File: src/rtl/lsu_pkg.sv
// Shared types and the sub-word store merge helper for the load/store unit.
package lsu_pkg;

    localparam int LSU_DATA_W    = 32;
    localparam int LSU_MEM_WORDS = 6501;

    typedef enum logic [1:0] {
        SZ_BYTE = 2'b00,
        SZ_HALF = 2'b01,
        SZ_WORD = 2'b10
    } size_t;

    typedef enum logic {
        IDLE   = 1'b0,
        RMW_WR = 1'b1
    } lsu_state_t;

    // Replace the addressed byte/half lane of a memory word; word and reserved sizes overwrite it all.
    function automatic logic [31:0] lane_merge(
        input logic [31:0] word,
        input logic [1:0]  addr_lo,
        input logic [1:0]  size,
        input logic [31:0] wdata
    );
        logic [31:0] merged;
        merged = word;
        case (size)
            SZ_BYTE: merged[{addr_lo, 3'b000} +: 8] = wdata[7:0];
            SZ_HALF: begin
                if (addr_lo[1]) merged[31:16] = wdata[15:0];
                else            merged[15:0]  = wdata[15:0];
            end
            default: merged = wdata;
        endcase
        return merged;
    endfunction

endpackage

File: src/rtl/load_store_unit_extract.sv
// Load lane selection with sign/zero extension (little-endian lanes).
module load_extract
    import lsu_pkg::*;
(
    input  logic [31:0] word,
    input  logic [1:0]  addr_lo,
    input  logic [1:0]  size,
    input  logic        is_unsigned,
    output logic [31:0] data
);

    logic [7:0]  byte_v;
    logic [15:0] half_v;

    always_comb begin
        byte_v = word[{addr_lo, 3'b000} +: 8];
        half_v = addr_lo[1] ? word[31:16] : word[15:0];
        case (size)
            SZ_BYTE: data = {{24{~is_unsigned & byte_v[7]}}, byte_v};
            SZ_HALF: data = {{16{~is_unsigned & half_v[15]}}, half_v};
            default: data = word;
        endcase
    end

endmodule

File: src/rtl/load_store_unit.sv
// Byte-addressed load/store front end for a word-addressed data memory; sub-word stores
// take a read-modify-write with one stall cycle. Define LSU_ALIGN_CHECK_EN to trap misaligned accesses.
module load_store_unit
    import lsu_pkg::*;
#(
    parameter int DATA_W = LSU_DATA_W
)
(
    input  logic              clk,
    input  logic              rst,
    input  logic [DATA_W-1:0] req_addr,
    input  logic [DATA_W-1:0] req_wdata,
    input  logic              req_read,
    input  logic              req_write,
    input  logic [1:0]        req_size,
    input  logic              req_unsigned,
    output logic [DATA_W-1:0] load_data,
    output logic              stall,
    output logic              misalign_err,
    output logic [DATA_W-1:0] mem_address,
    output logic [DATA_W-1:0] mem_write_data,
    output logic              mem_read,
    output logic              mem_write,
    input  logic [DATA_W-1:0] mem_read_data
);

    lsu_state_t        state_q, state_d;
    logic [DATA_W-1:0] lat_addr_q, lat_addr_d;
    logic [DATA_W-1:0] merge_word_q, merge_word_d;
    logic [DATA_W-1:0] extracted;
    logic              sub_word;
    logic              misaligned;

    load_extract u_load_extract (
        .word        (mem_read_data),
        .addr_lo     (req_addr[1:0]),
        .size        (req_size),
        .is_unsigned (req_unsigned),
        .data        (extracted)
    );

    assign sub_word = (req_size == SZ_BYTE) || (req_size == SZ_HALF);

`ifdef LSU_ALIGN_CHECK_EN
    assign misaligned = (req_read || req_write) &&
                        (((req_size == SZ_HALF) && req_addr[0]) ||
                         (req_size[1] && (req_addr[1:0] != 2'b00)));
`else
    assign misaligned = 1'b0;
`endif

    always_ff @(posedge clk) begin
        if (rst) begin
            state_q      <= IDLE;
            lat_addr_q   <= '0;
            merge_word_q <= '0;
        end else begin
            state_q      <= state_d;
            lat_addr_q   <= lat_addr_d;
            merge_word_q <= merge_word_d;
        end
    end

    // A store beats a simultaneous load, and the second RMW cycle ignores the request inputs.
    always_comb begin
        state_d        = state_q;
        lat_addr_d     = lat_addr_q;
        merge_word_d   = merge_word_q;
        mem_address    = req_addr >> 2;
        mem_write_data = req_wdata;
        mem_read       = 1'b0;
        mem_write      = 1'b0;
        stall          = 1'b0;
        load_data      = '0;
        misalign_err   = 1'b0;
        if (!rst) begin
            case (state_q)
                IDLE: begin
                    if (misaligned) begin
                        misalign_err = 1'b1;
                    end else if (req_write) begin
                        if (sub_word) begin
                            mem_read     = 1'b1;
                            stall        = 1'b1;
                            merge_word_d = lane_merge(mem_read_data, req_addr[1:0], req_size, req_wdata);
                            lat_addr_d   = req_addr;
                            state_d      = RMW_WR;
                        end else begin
                            mem_write = 1'b1;
                        end
                    end else if (req_read) begin
                        mem_read  = 1'b1;
                        load_data = extracted;
                    end
                end
                RMW_WR: begin
                    mem_address    = lat_addr_q >> 2;
                    mem_write      = 1'b1;
                    mem_write_data = merge_word_q;
                    state_d        = IDLE;
                end
                default: state_d = IDLE;
            endcase
        end
    end

endmodule
File: config.mk
export PLATFORM = sky130hd
export DESIGN_NAME = load_store_unit
export DESIGN_NICKNAME = d
export VERILOG_FILES = /design/src/rtl/lsu_pkg.sv /design/src/rtl/load_store_unit_extract.sv /design/src/rtl/load_store_unit.sv
export SDC_FILE = /design/constraint.sdc
export NUM_CORES = 1
export LEC_CHECK = 0
export BUFFER_PORTS_ARGS = -buffer_cell sky130_fd_sc_hd__buf_2
export CAP_MARGIN = 20
export CORE_UTILIZATION = 43
export DETAILED_ROUTE_END_ITERATION = 8
export PLACE_DENSITY = 0.81
export SYNTH_ARGS = -nofsm -noshare
export SYNTH_HDL_FRONTEND = slang
export SYNTH_SLANG_ARGS = --single-unit
File: constraint.sdc
create_clock -name clk -period 2.16 [get_ports clk]
set_clock_uncertainty 0.2 [all_clocks]
set_input_delay 0 -clock clk [delete_from_list [all_inputs] [get_ports clk]]
set_output_delay 0 -clock clk [all_outputs]
set_load 0.01 [all_outputs]
# ---- Word level (Yosys, flattened, before mapping)
# Index checks and enable logic that the tools add are counted.
dict set report totals {
  reg_bits 65
  inputBits 103
  out_inout_bits 100
  word_cells 42
}
dict set report op_classes {
  n_addsub 1
  eq_ne 1
  n_shift 3
  mux 27
  bitwise_logic 4
  n_reduce_logical 3
}
# operator n
set op_table {}
lappend op_table {{32-bit two-way mux} 7}
lappend op_table {{32-bit one-hot mux with 2 select lines} 2}
lappend op_table {{16-bit two-way mux} 3}
lappend op_table {{32-bit bitwise mux} 1}
lappend op_table {{8-bit by 7-bit variable shift with 32-bit output (first input constant)} 1}
lappend op_table {{32-bit by 6-bit indexed part select with 8-bit output} 1}
lappend op_table {{8-bit by 7-bit indexed part select with 32-bit output} 1}
lappend op_table {{30-bit two-way mux} 1}
lappend op_table {{1-bit two-way mux} 11}
lappend op_table {{5-bit negation with 7-bit output} 1}
lappend op_table {{1-bit one-hot mux with 2 select lines} 2}
lappend op_table {{3-bit AND reduction} 1}
lappend op_table {{1-bit bitwise AND} 2}
lappend op_table {{2-bit by 1-bit equality test with 1-bit output (second input constant)} 1}
lappend op_table {{2-bit logical NOT} 1}
lappend op_table {{1-bit inverter} 2}
lappend op_table {{1-bit logical OR} 1}

# ---- Depth between registers and ports, before layout
# Gate-level depths: netlist of run 1.
dict set report logic_depth {
  ltp_word 7
  depth_mapped 9
  ltp_nobuf 6
}

# ---- Modules after synthesis
# From an unflattened synthesis of run 1, not the netlist that was laid out.
dict set report hier_totals {
  cells_unflattened 562
  hier_area_um2 4389.2
}
# module instances cells_each area_per_inst_um2
set modules_own_cells {}
lappend modules_own_cells {load_store_unit 1 440 3694.8}
lappend modules_own_cells {load_extract 1 122 694.4}

# ---- Least setup slack after synthesis of run 1
# Ideal clock, no wire load.
dict set report synth_path {
  kind {input port to flip-flop}
  startpoint {in req_addr[1]}
  endpoint {reg merge_word_q[10]}
  arrival_ns 1.752
  required_time_ns 1.874
  slack_ns 0.123
  path_stages 9
  path_buffers 3
  path_cell_list {buf_2 -> inv_1 -> ha_1 -> clkbuf_1 -> nor2b_1 -> and4_1 -> buf_2 -> a221oi_1 -> a211oi_1}
}
dict set report synth_via {
  elab_chain_cells 4
}
# item line
set synth_rtl {}
lappend synth_rtl {{start: declaration} load_store_unit.sv:11} ;# input logic [DATA_W-1:0] req_addr,
lappend synth_rtl {{5-bit negation with 7-bit output} lsu_pkg.sv:28} ;# SZ_BYTE: merged[{addr_lo, 3'b000} +: 8] = wdata[7:0];
lappend synth_rtl {{8-bit by 7-bit indexed part select with 32-bit output or 8-bit by 7-bit variable shift with 32-bit output (tied branches)} lsu_pkg.sv:28}
lappend synth_rtl {{32-bit bitwise mux} lsu_pkg.sv:28}
lappend synth_rtl {{32-bit one-hot mux with 2 select lines *} lsu_pkg.sv:27} ;# case (size)
lappend synth_rtl {{end signal: assignment} load_store_unit.sv:60} ;# merge_word_q <= merge_word_d;
lappend synth_rtl {{end: declaration} load_store_unit.sv:29} ;# logic [DATA_W-1:0] merge_word_q, merge_word_d;
# Mark *: on every way between the ends. The rest lies on a longest branch, timed or not.
# A chain may end at the register's enable or synchronous reset.

# ---- Worst setup path in the final report of run 1
dict set report layout_path {
  startpoint {reg state_q}
  endpoint {out load_data[29]}
}
dict set report layout_via {
  elab_chain_cells 2
}
# item line
set layout_rtl {}
lappend layout_rtl {{start: declaration} load_store_unit.sv:27} ;# lsu_state_t state_q, state_d;
lappend layout_rtl {{start signal: assignment} load_store_unit.sv:58} ;# state_q <= state_d;
lappend layout_rtl {{32-bit two-way mux} load_store_unit.sv:77} ;# case (state_q)
lappend layout_rtl {{32-bit two-way mux} load_store_unit.sv:76} ;# if (!rst) begin
lappend layout_rtl {{end: declaration} load_store_unit.sv:17} ;# output logic [DATA_W-1:0] load_data,
# No other way between the ends.

==> impl_results.md, run 1 <==
* Vias/cell at 5.75
* Outcome: complete, no violations
* Residual DRC count at 0
* Fin Setup TNS at 0 ns
* Critical Path RT at 1.96 ns
* Post-DP Area at 5560 sq um
* HPWL after detailed placement at 11.8 mm
* Total GRT Usage at 0.314
* Reg area at 1260 sq um
* Initial Util at 0.446
* Crit Path Max Fanout at 16
* Ports at 203
* # H-tree levels at 3
* Post-synthesis sequential area ratio at 0.287
* PortBufs at 199
* CP Cell Sequence: or3_4 > nor4_4 > buf_12 > a21o_1 > buf_2
* # diodes at 0
* Crit. End Element: output pin
* Yosys cell types at 42
* Worst VDD drop at 0.387 mV
* CTS Root Cell: clkbuf_8
* Top FF cell, synth: dfxtp_1
* Commonest non-fill, non-tap cells in the layout: buf_2 (199), nand2_1 (87), dlygate4sd3_1 (73)
* Sink Count at 63
* Worst-Skew Late Latency at 0.33 ns
* Post-Syn Area at 4400 sq um
* Yosys reg bits at 63
* Final wirelength at 17.1 mm
* Initial antenna violation count at 0
* Number of nets in the layout at 915
* Crit path buf inv count at 2
* Via count at 5435
* Worst Path Arrival at 1.90 ns
* Combinational power share at 0.286
* Crit path launch: state_q
* Crit-path slowest cell: or3_4
* CTS max path bufs at 2
* Pwr per Cell Area at 510 nW/um^2
* Height of the die at 103 um
* FF-to-FF Start: state_q
* CP top delay family: simple AND/OR/NAND/NOR gates
* Fraction of layout cells with a size suffix above 1 at 0.404
* Asr flop ratio synth at 0
* DR pass1 iterations at 6
* Final Util at 0.670
* RSZ-0062 raised after global routing: false
* Clock Pin Slew Worst Setup and Hold Paths at 0.07 ns
* First-pass GRT wire length at 25.4 mm
* Vias in the first global route at 5092
* Avg Cell Area, Syn at 8.09 sq um
* CTS tree: yes
* Final ANT Viol Nets at 0
* Setup CP Type: reg -> out
* Filler cell count in the final layout at 766
* Core area at 9860 sq um
* Die area at 10600 sq um
* Die W at 103 um
* Pre-CTS WS at 0.190 ns
* MaxCap Viol Count at 0
* Critical Path Start Type: flip-flop
* Grt total ovfl at 0
* Most common cell after layout, fill and taps aside: buf_2
* Final min period at 2.10 ns
* DR iter-0 viols at 326
* P_sw at 1.00 mW
* Largest net degree at the start of global routing at 50
* Clk pwr share at 0.339
* # rows at 36
* Worst hold start: mem_read_data[4]
* CP max stage delay at 0.43 ns
* Hold violation total from the final report at 0
* Actual slew at the worst max-slew pin at 0.611 ns
* Synth Warn # at 0
* TritonCTS Buffers at 9
* Number of flops mapped to enable cells by yosys at 0
* Multi-input logic area at 2900 sq um
* Fin crit share at 0.970
* Synth Instances at 544
* Flop pwr share at 0.375
* Slew HR at 0.591
* Max-slew violations at 0
* Worst hold path type: in -> reg
* Max Clock Freq at 0.477 GHz
* Worst Slack Setup Final at 0.0645 ns
* Design Area, Final at 6610 sq um
* Final setup viols at 0
* Internal power at 2.37 mW
* GPL Wtd Cong at 1.00
* Layout area overhead at 50.2%
* Switching part of the total at 0.297
* WL/cell at 18.1 um
* Leak at 3.06 nW
==> stage by stage <==
| stage | std cells | hold slack, ns | total power [mW] |
|---|---|---|---|
| 6_report | 945 | 0.0428 | 3.37 |
| 5_1_grt | 945 | 0.0640 | 3.52 |
| 4_1_cts | 940 | 0.0263 | 3.35 |
| 3_5_place_dp | 850 | 0.0580 | 2.11 |
| 3_3_place_gp | 850 | 0.0503 | 2.09 |
| 2_1_floorplan | 546 | -0.0712 | 1.75 |
==> synth_stat cells, types with 2 or more instances <==
| cell type | number | area share |
|---|---|---|
| nand2_1 | 87 | 0.074 |
| a221oi_1 | 22 | 0.044 |
| mux4_2 | 6 | 0.031 |
| a21o_1 | 16 | 0.027 |
| and2_1 | 2 | 0.0028 |
| o21ai_0 | 21 | 0.024 |
| o32ai_1 | 8 | 0.016 |
| o22ai_1 | 7 | 0.0099 |
| nor2b_1 | 3 | 0.0043 |
| mux2_2 | 64 | 0.16 |
| nand2b_1 | 6 | 0.0085 |
| or2_2 | 2 | 0.0028 |
| mux2i_1 | 12 | 0.027 |
| ha_1 | 5 | 0.014 |
| inv_1 | 12 | 0.010 |
| clkbuf_1 | 36 | 0.031 |
| nor3_1 | 9 | 0.010 |
| o21a_1 | 6 | 0.010 |
| a311oi_1 | 2 | 0.0040 |
| buf_4 | 4 | 0.0068 |
| a21oi_1 | 54 | 0.061 |
| a211oi_1 | 16 | 0.027 |
| a22oi_1 | 10 | 0.017 |
| buf_1 | 3 | 0.0026 |
| nor2_1 | 35 | 0.030 |
| dfxtp_1 | 63 | 0.29 |
| nand3_1 | 10 | 0.011 |
| buf_2 | 9 | 0.010 |
==> sequential cells by signal, summed over array words and instances (netlist names) <==
| signal | count |
|---|---|
| lat_addr_q | 30 |
| merge_word_q | 32 |
| state_q | 1 |
==> timing repair <==
action | in CTS | in global routing
gates cloned | 0 | 1
endpoints found under the setup margin | 18 | 8
hold endpoints to repair | 59 | 0
hold buffers | 73 | 0
resized for setup | 1 | 4
buffers inserted | 1 | 4
pin swaps | 1 | 2
==> layout make-up <==
| class | instances | share of cell area |
|---|---|---|
| Multi-Input combinational cell | 419 | 0.439 |
| Timing Repair Buffer | 302 | 0.304 |
| Sequential cell | 63 | 0.191 |
| Tap cell | 133 | 0.0252 |
| Clock buffer | 11 | 0.0214 |
| Clock inverter | 5 | 0.0123 |
| Inverter | 12 | 0.00681 |
==> layer usage <==
metal / share of wire / track usage / wire length, um
met1: 0.38 / 0.373 / 6530
met2: 0.49 / 0.536 / 8370
met3: 0.080 / 0.0618 / 1360
met4: 0.048 / 0.171 / 828
met5: 0 / 0 / 0
==> logic make-up (layout without fill, tap and decap cells) <==
logic type	count (synthesis)	in the layout	synth area share
and+or+nand+nor	162	162	0.166
adders and majority gates	5	5	0.0142
AOI/OAI and AO/OA	167	167	0.250
buffers and inverters	64	330	0.0605
other	1	3	0.000852
DFF	63	63	0.287
muxes	82	82	0.222
==> power groups by stage <==
stage	logic [mW]	clock network, mW	registers (mW)
after floorplan	0.475	0	1.27
after global placement	0.807	0	1.28
after detailed placement	0.821	0	1.29
after CTS	0.927	1.16	1.26
after global routing	1.04	1.21	1.27
final	0.965	1.14	1.26
==> worst reg2reg max path, delay by kind of cell, from the launching register on <==
kind	cells	cell delay [ns]
buffers and inverters	2	0.78
flip-flops	1	0.37
AND/OR/NAND/NOR	2	0.36
AO/OA/AOI/OAI	1	0.22
==> final timing paths <==
path	slack, ns	to	cells after the start
max	0.06	load_data[29]	5
min	0.04	merge_word_q[4]	5
max reg2reg	0.17	merge_word_q[24]	5
min reg2reg	0.26	lat_addr_q[5]	2
(Power assumes the default switching activity.)
==> inputs of run 2 (changes only) <==
--- a/config.mk
+++ b/config.mk
@@ -7,7 +7,10 @@
 export LEC_CHECK = 0
 export BUFFER_PORTS_ARGS = -buffer_cell sky130_fd_sc_hd__buf_2
 export CAP_MARGIN = 20
-export CORE_UTILIZATION = 43
+export CELL_PAD_IN_SITES_DETAIL_PLACEMENT = 1
+export CELL_PAD_IN_SITES_GLOBAL_PLACEMENT = 1
+export CORE_UTILIZATION = 30
+export CTS_CLUSTER_DIAMETER = 100
 export DETAILED_ROUTE_END_ITERATION = 8
 export PLACE_DENSITY = 0.81
 export SYNTH_ARGS = -nofsm -noshare
==> impl_results.md, run 2 (same netlist as run 1, synthesis figures left out) <==
* Outcome: complete, no violations
* Pwr per Cell Area at 560 nW/um^2 (+9.9%)
* Total GRT Usage at 0.269 (-0.0458)
* Slew HR at 0.516 (-0.0747)
* RSZ-0062 raised after global routing: true
* Crit Path Max Fanout at 11 (-5)
* Largest register FFs at 32 (unchanged)
* P_sw at 1.09 mW (+9.2%)
* Crit path buf inv count at 2 (unchanged)
* Largest net degree at the start of global routing at 67 (+34%)
* # rows at 43 (+19%)
* Filler cell count in the final layout at 1757 (+130%)
* Fin crit share at 0.975 (+0.00463)
* Ports at 203 (unchanged)
* Combinational power share at 0.263 (-0.023)
* Via count at 5482 (+0.86%)
* R2R Path End: merge_word_q[20]
* Clk pwr share at 0.396 (+0.057)
* Final setup viols at 0 (unchanged)
* First-pass GRT wire length at 30.8 mm (+21%)
* CP Cell Sequence: or3_4 > nor4_4 > buf_4 > a21o_1 > buf_2
* Switching part of the total at 0.294 (-0.00285)
* Vias in the first global route at 5667 (+11%)
* PortBufs at 199 (unchanged)
* Final Util at 0.470 (-0.200)
* CP top delay family: simple AND/OR/NAND/NOR gates
* Layout area overhead at 50.7%
* Core area at 14100 sq um (+43%)
* Setup CP Type: reg -> out
* Critical Path Start Type: flip-flop
* CTS max path bufs at 2 (unchanged)
* Initial Util at 0.312 (-0.134)
* Final min period at 2.11 ns (+0.0100 ns)
* Sink Count at 63 (unchanged)
* Critical Path RT at 1.96 ns (about the same)
* DR iter-0 viols at 328 (+0.61%)
* Final wirelength at 20.6 mm (+20%)
* Worst hold start: mem_read_data[7]
* Worst-Skew Late Latency at 0.33 ns (about the same)
* Height of the die at 123 um (+19%)
* Worst VDD drop at 0.340 mV (-12%)
* GPL Wtd Cong at 0.872 (-13%)
* Grt total ovfl at 0 (unchanged)
* Leak at 3.04 nW (-0.64%)
* Largest Register: merge_word_q
* Die area at 15200 sq um (+42%)
* Setup crit end: load_data[21]
* Most common cell after layout, fill and taps aside: buf_2
* Die W at 123 um (+19%)
* HPWL after detailed placement at 13.3 mm (+13%)
* Setup Fix Bufs, Post-CTS at 0 (-1)
* Clock Pin Slew Worst Setup and Hold Paths at 0.05 ns (-0.02 ns)
* Fin Setup TNS at 0 ns (unchanged)
* DR pass1 iterations at 5 (-1)
* MaxCap Viol Count at 0 (unchanged)
* Max-slew violations at 0 (unchanged)
* Design Area, Final at 6630 sq um (+0.32%)
* Worst hold margin at 0.0406 ns (-0.00219 ns)
* WL/cell at 20.9 um (+16%)
* Internal power at 2.62 mW (+11%)
* Initial antenna violation count at 0 (unchanged)
* CP max stage delay at 0.50 ns (+0.07 ns)
* Residual DRC count at 0 (unchanged)
* FF-to-FF Start: state_q
* Biggest regs: merge_word_q (32), lat_addr_q (30), state_q (1)
* Commonest non-fill, non-tap cells in the layout: buf_2 (199), nand2_1 (87), dlygate4sd3_1 (71)
* Number of nets in the layout at 906 (-0.98%)
* Reg2Reg Setup Slack at 0.22 ns (+0.05 ns)
* Hold violation total from the final report at 0 (unchanged)
* Crit. End Element: output pin
* CTS tree: yes
* Worst hold path type: in -> reg
* Crit path launch: state_q
* # H-tree levels at 3 (unchanged)
* Max Clock Freq at 0.475 GHz (-0.48%)
* Post-DP Area at 5610 sq um (+0.92%)
* Vias/cell at 5.58 (-3.0%)
* Reg2reg path depth at 4 (-1)
* Flop pwr share at 0.342 (-0.033)
* Worst Path Arrival at 1.91 ns (about the same)
* Levels on crit path at 5 (unchanged)
* Power Total at 3.72 mW (+10%)
* TritonCTS Buffers at 9 (unchanged)
* Actual slew at the worst max-slew pin at 0.726 ns (+0.114 ns)
* Crit-path slowest cell: or3_4
* Fraction of layout cells with a size suffix above 1 at 0.397 (-0.00743)
* CTS Root Cell: clkbuf_16
* Final ANT Viol Nets at 0 (unchanged)
-- run 2: cell types whose count changed in the layout (fill, tap and decap cells not counted), sizes merged --
cell / delta
buf: -6
dlygate4sd3: -2
bufinv: -1
clkinv: -1
diode: +1
-- run 2: what timing repair did --
item                                    CTS  global route
endpoints found under the setup margin   19             2
resized for setup                         1             0
hold buffers                             71             0
hold endpoints to repair                 55             0
-- run 2: power groups by stage --
stage                     clock network [mW]  registers (mW)  logic (mW)
after detailed placement                   0            1.29       0.839
after global placement                     0            1.29       0.825
final                                   1.47            1.27       0.977
after global routing                    1.52            1.28        1.05
after floorplan                            0            1.27       0.475
after CTS                               1.49            1.27       0.949
-- run 2: cell type report --
class,instances,area (sq um),area share
diodes,1,2.50,0.000377
clock buffers,12,256,0.0387
clock inverters,3,42.5,0.00642
inverters,12,45.0,0.00679
multi-input cells,419,2890,0.436
flip-flops and latches,63,1260,0.190
well taps,180,225,0.0340
repair buffers,293,1900,0.287
-- run 2: stage by stage --
stage,instances,setup WS (ns)
3_5_place_dp,896,0.229
4_1_cts,982,0.0946
3_3_place_gp,896,0.274
5_1_grt,982,-0.00570
6_report,983,0.0545
2_1_floorplan,546,0.123
-- run 2: worst min-delay path, cell delays in order --
cell and delay [ns]:
buf_2 0.14, mux2i_1 0.13, o21ai_0 0.08, a21oi_1 0.12, nor3_1 0.06
-- run 2: worst min path at each step --
stage / end / slack (ns) / depth (start not counted)
2_1_floorplan: load_data[16] / -0.07 / 1
3_3_place_gp: lat_addr_q[25] / 0.05 / 3
3_5_place_dp: lat_addr_q[27] / 0.06 / 3
4_1_cts: merge_word_q[7] / 0.03 / 5
5_1_grt: merge_word_q[7] / 0.1 / 5
6_report: merge_word_q[7] / 0.04 / 5
-- run 2: metal layers --
layer  track usage  share of wire  vias to the layer above
met5             0              0                        -
met4         0.149          0.046                        0
met3        0.0355          0.058                       73
met2         0.453           0.49                      269
met1         0.329           0.40                     2655
li1              -              -                     2485
==> inputs of run 3 (changes only) <==
--- a/config.mk
+++ b/config.mk
@@ -9,6 +9,7 @@
 export CAP_MARGIN = 20
 export CELL_PAD_IN_SITES_DETAIL_PLACEMENT = 1
 export CELL_PAD_IN_SITES_GLOBAL_PLACEMENT = 1
+export CORE_MARGIN = 5
 export CORE_UTILIZATION = 30
 export CTS_CLUSTER_DIAMETER = 100
 export DETAILED_ROUTE_END_ITERATION = 8
==> impl_results.md, run 3 (same netlist as run 1, synthesis figures left out) <==
* Max Clock Freq at 0.480 GHz (+1.1%)
* Actual slew at the worst max-slew pin at 0.718 ns (-0.00762 ns)
* Die W at 131 um (+6.5%)
* Crit Path Max Fanout at 11 (unchanged)
* Grt total ovfl at 0 (unchanged)
* Final ANT Viol Nets at 0 (unchanged)
* Final min period at 2.08 ns (-0.0230 ns)
* Final Util at 0.459 (-0.0112)
* CP Cell Sequence: or3_4 > nor4_4 > buf_4 > a21o_1 > buf_2
* WL/cell at 21.3 um (+1.6%)
* Pwr per Cell Area at 545 nW/um^2 (-2.7%)
* CP top delay family: simple AND/OR/NAND/NOR gates
* Filler cell count in the final layout at 1770 (+0.74%)
* Reg2reg path depth at 4 (unchanged)
* Worst Path Arrival at 1.88 ns (-0.03 ns)
* Sink Count at 63 (unchanged)
* Pre-CTS WS at 0.115 ns (-0.114 ns)
* Crit path buf inv count at 2 (unchanged)
* Setup Fix Bufs, Post-CTS at 0 (unchanged)
* Worst Slack Setup Final at 0.0775 ns (+0.0230 ns)
* Crit. End Element: output pin
* Final wirelength at 21.0 mm (+2.2%)
* Most common cell after layout, fill and taps aside: buf_2
* Biggest regs: merge_word_q (32), lat_addr_q (30), state_q (1)
* Ports at 203 (unchanged)
* Clock Pin Slew Worst Setup and Hold Paths at 0.06 ns (about the same)
* Hold Path Depth at 5 (unchanged)
* Initial Util at 0.304 (-0.00826)
* Fin crit share at 0.964 (-0.0106)
* CTS Root Cell: clkbuf_16
* Die area at 17200 sq um (+13%)
* Setup CP Type: reg -> out
* Largest net degree at the start of global routing at 63 (-6.0%)
* Final setup viols at 0 (unchanged)
* RSZ-0062 raised after global routing: false
* Outcome: complete, no violations
* Leak at 3.04 nW (about the same)
* Fin Setup TNS at 0 ns (unchanged)
* Number of nets in the layout at 905 (-0.11%)
* Max-slew violations at 0 (unchanged)
* Crit-path slowest cell: or3_4
* Commonest non-fill, non-tap cells in the layout: buf_2 (199), nand2_1 (87), dlygate4sd3_1 (71)
* MaxCap Viol Count at 0 (unchanged)
* HPWL after detailed placement at 14.1 mm (+5.4%)
* Critical Path Start Type: flip-flop
* # rows at 44 (+2.3%)
* Layout area overhead at 51.1%
* Final Non-Filler Cells at 988 (+0.51%)
* Worst VDD drop at 0.355 mV (+4.5%)
* Worst-Skew Late Latency at 0.33 ns (about the same)
* DR pass1 iterations at 5 (unchanged)
* Design Area, Final at 6650 sq um (+0.26%)
* CP max stage delay at 0.50 ns (about the same)
* PortBufs at 199 (unchanged)
* Vias/cell at 5.49 (-1.5%)
* CTS max path bufs at 2 (unchanged)
* Largest register FFs at 32 (unchanged)
* DR iter-0 viols at 385 (+17%)
* Vias in the first global route at 5694 (+0.48%)
* Total GRT Usage at 0.233 (-0.0353)
* Slew HR at 0.521 (+0.00508)
* Cells after DPL at 899 (+0.33%)
* Levels on crit path at 5 (unchanged)
* Fraction of layout cells with a size suffix above 1 at 0.398 (+0.00174)
* Residual DRC count at 0 (unchanged)
* Worst hold path type: in -> reg
* Height of the die at 131 um (+6.5%)
* Post-DP Area at 5640 sq um (+0.40%)
* Critical Path RT at 1.96 ns (about the same)
* Core area at 14500 sq um (+2.7%)
* Largest Register: merge_word_q
* Via count at 5426 (-1.0%)
* CTS tree: yes
* TritonCTS Buffers at 9 (unchanged)
* # H-tree levels at 3 (unchanged)
* First-pass GRT wire length at 32.6 mm (+6.1%)
* Hold violation total from the final report at 0 (unchanged)
* Initial antenna violation count at 3 (+3)
* GPL Wtd Cong at 0.886 (+1.6%)
==> run 3: area by class of cell <==
class / instances / area (sq um) / area share
timing repair buffer: 292 / 1930 / 0.290
inverter: 12 / 45.0 / 0.00677
antenna: 3 / 7.51 / 0.00113
sequential: 63 / 1260 / 0.190
clock buffer: 12 / 267 / 0.0401
clock inverter: 3 / 17.5 / 0.00263
tap: 184 / 230 / 0.0346
multi-input combinational: 419 / 2900 / 0.435
==> run 3: worst paths after layout <==
| kind | startpoint | to | slack, ns |
|---|---|---|---|
| worst max-delay path | state_q | load_data[20] | 0.08 |
| worst min-delay path | mem_read_data[0] | merge_word_q[0] | 0.02 |
| worst max register to register | state_q | merge_word_q[28] | 0.25 |
| worst min register to register | lat_addr_q[31] | lat_addr_q[31] | 0.25 |
==> run 3: what timing repair did <==
item | 4_1_cts | 5_1_grt
hold buffers | 71 | 0
resized for setup | 1 | 2
setup endpoints to repair | 18 | 3
hold endpoints to repair | 57 | 0
==> run 3: report_power, final <==
| part | internal, mW | total, mW | switching [mW] |
|---|---|---|---|
| Combinational | 0.448 | 0.978 | 0.530 |
| Clock | 0.860 | 1.38 | 0.520 |
| Sequential | 1.23 | 1.27 | 0.0401 |
==> run 3: stage by stage <==
step / total power, mW / hold WS (ns)
after floorplan: 1.75 / -0.0712
after global placement: 2.12 / 0.0516
after detailed placement: 2.14 / 0.0604
after CTS: 3.62 / 0.00907
after global routing: 3.79 / 0.0429
final: 3.63 / 0.0237
==> run 3: worst min-delay path, stage by stage <==
cell and delay (ns):
buf_2 0.12, inv_1 0.09, o32ai_1 0.09, a21oi_1 0.14, nor3_1 0.06
==> run 3: per-layer routing <==
metal  share of wire  track usage  wire, um
met4           0.043        0.111       911
met2            0.49        0.393     10300
met1            0.39        0.279      8160
met5               0            0         0
met3           0.079       0.0562      1670
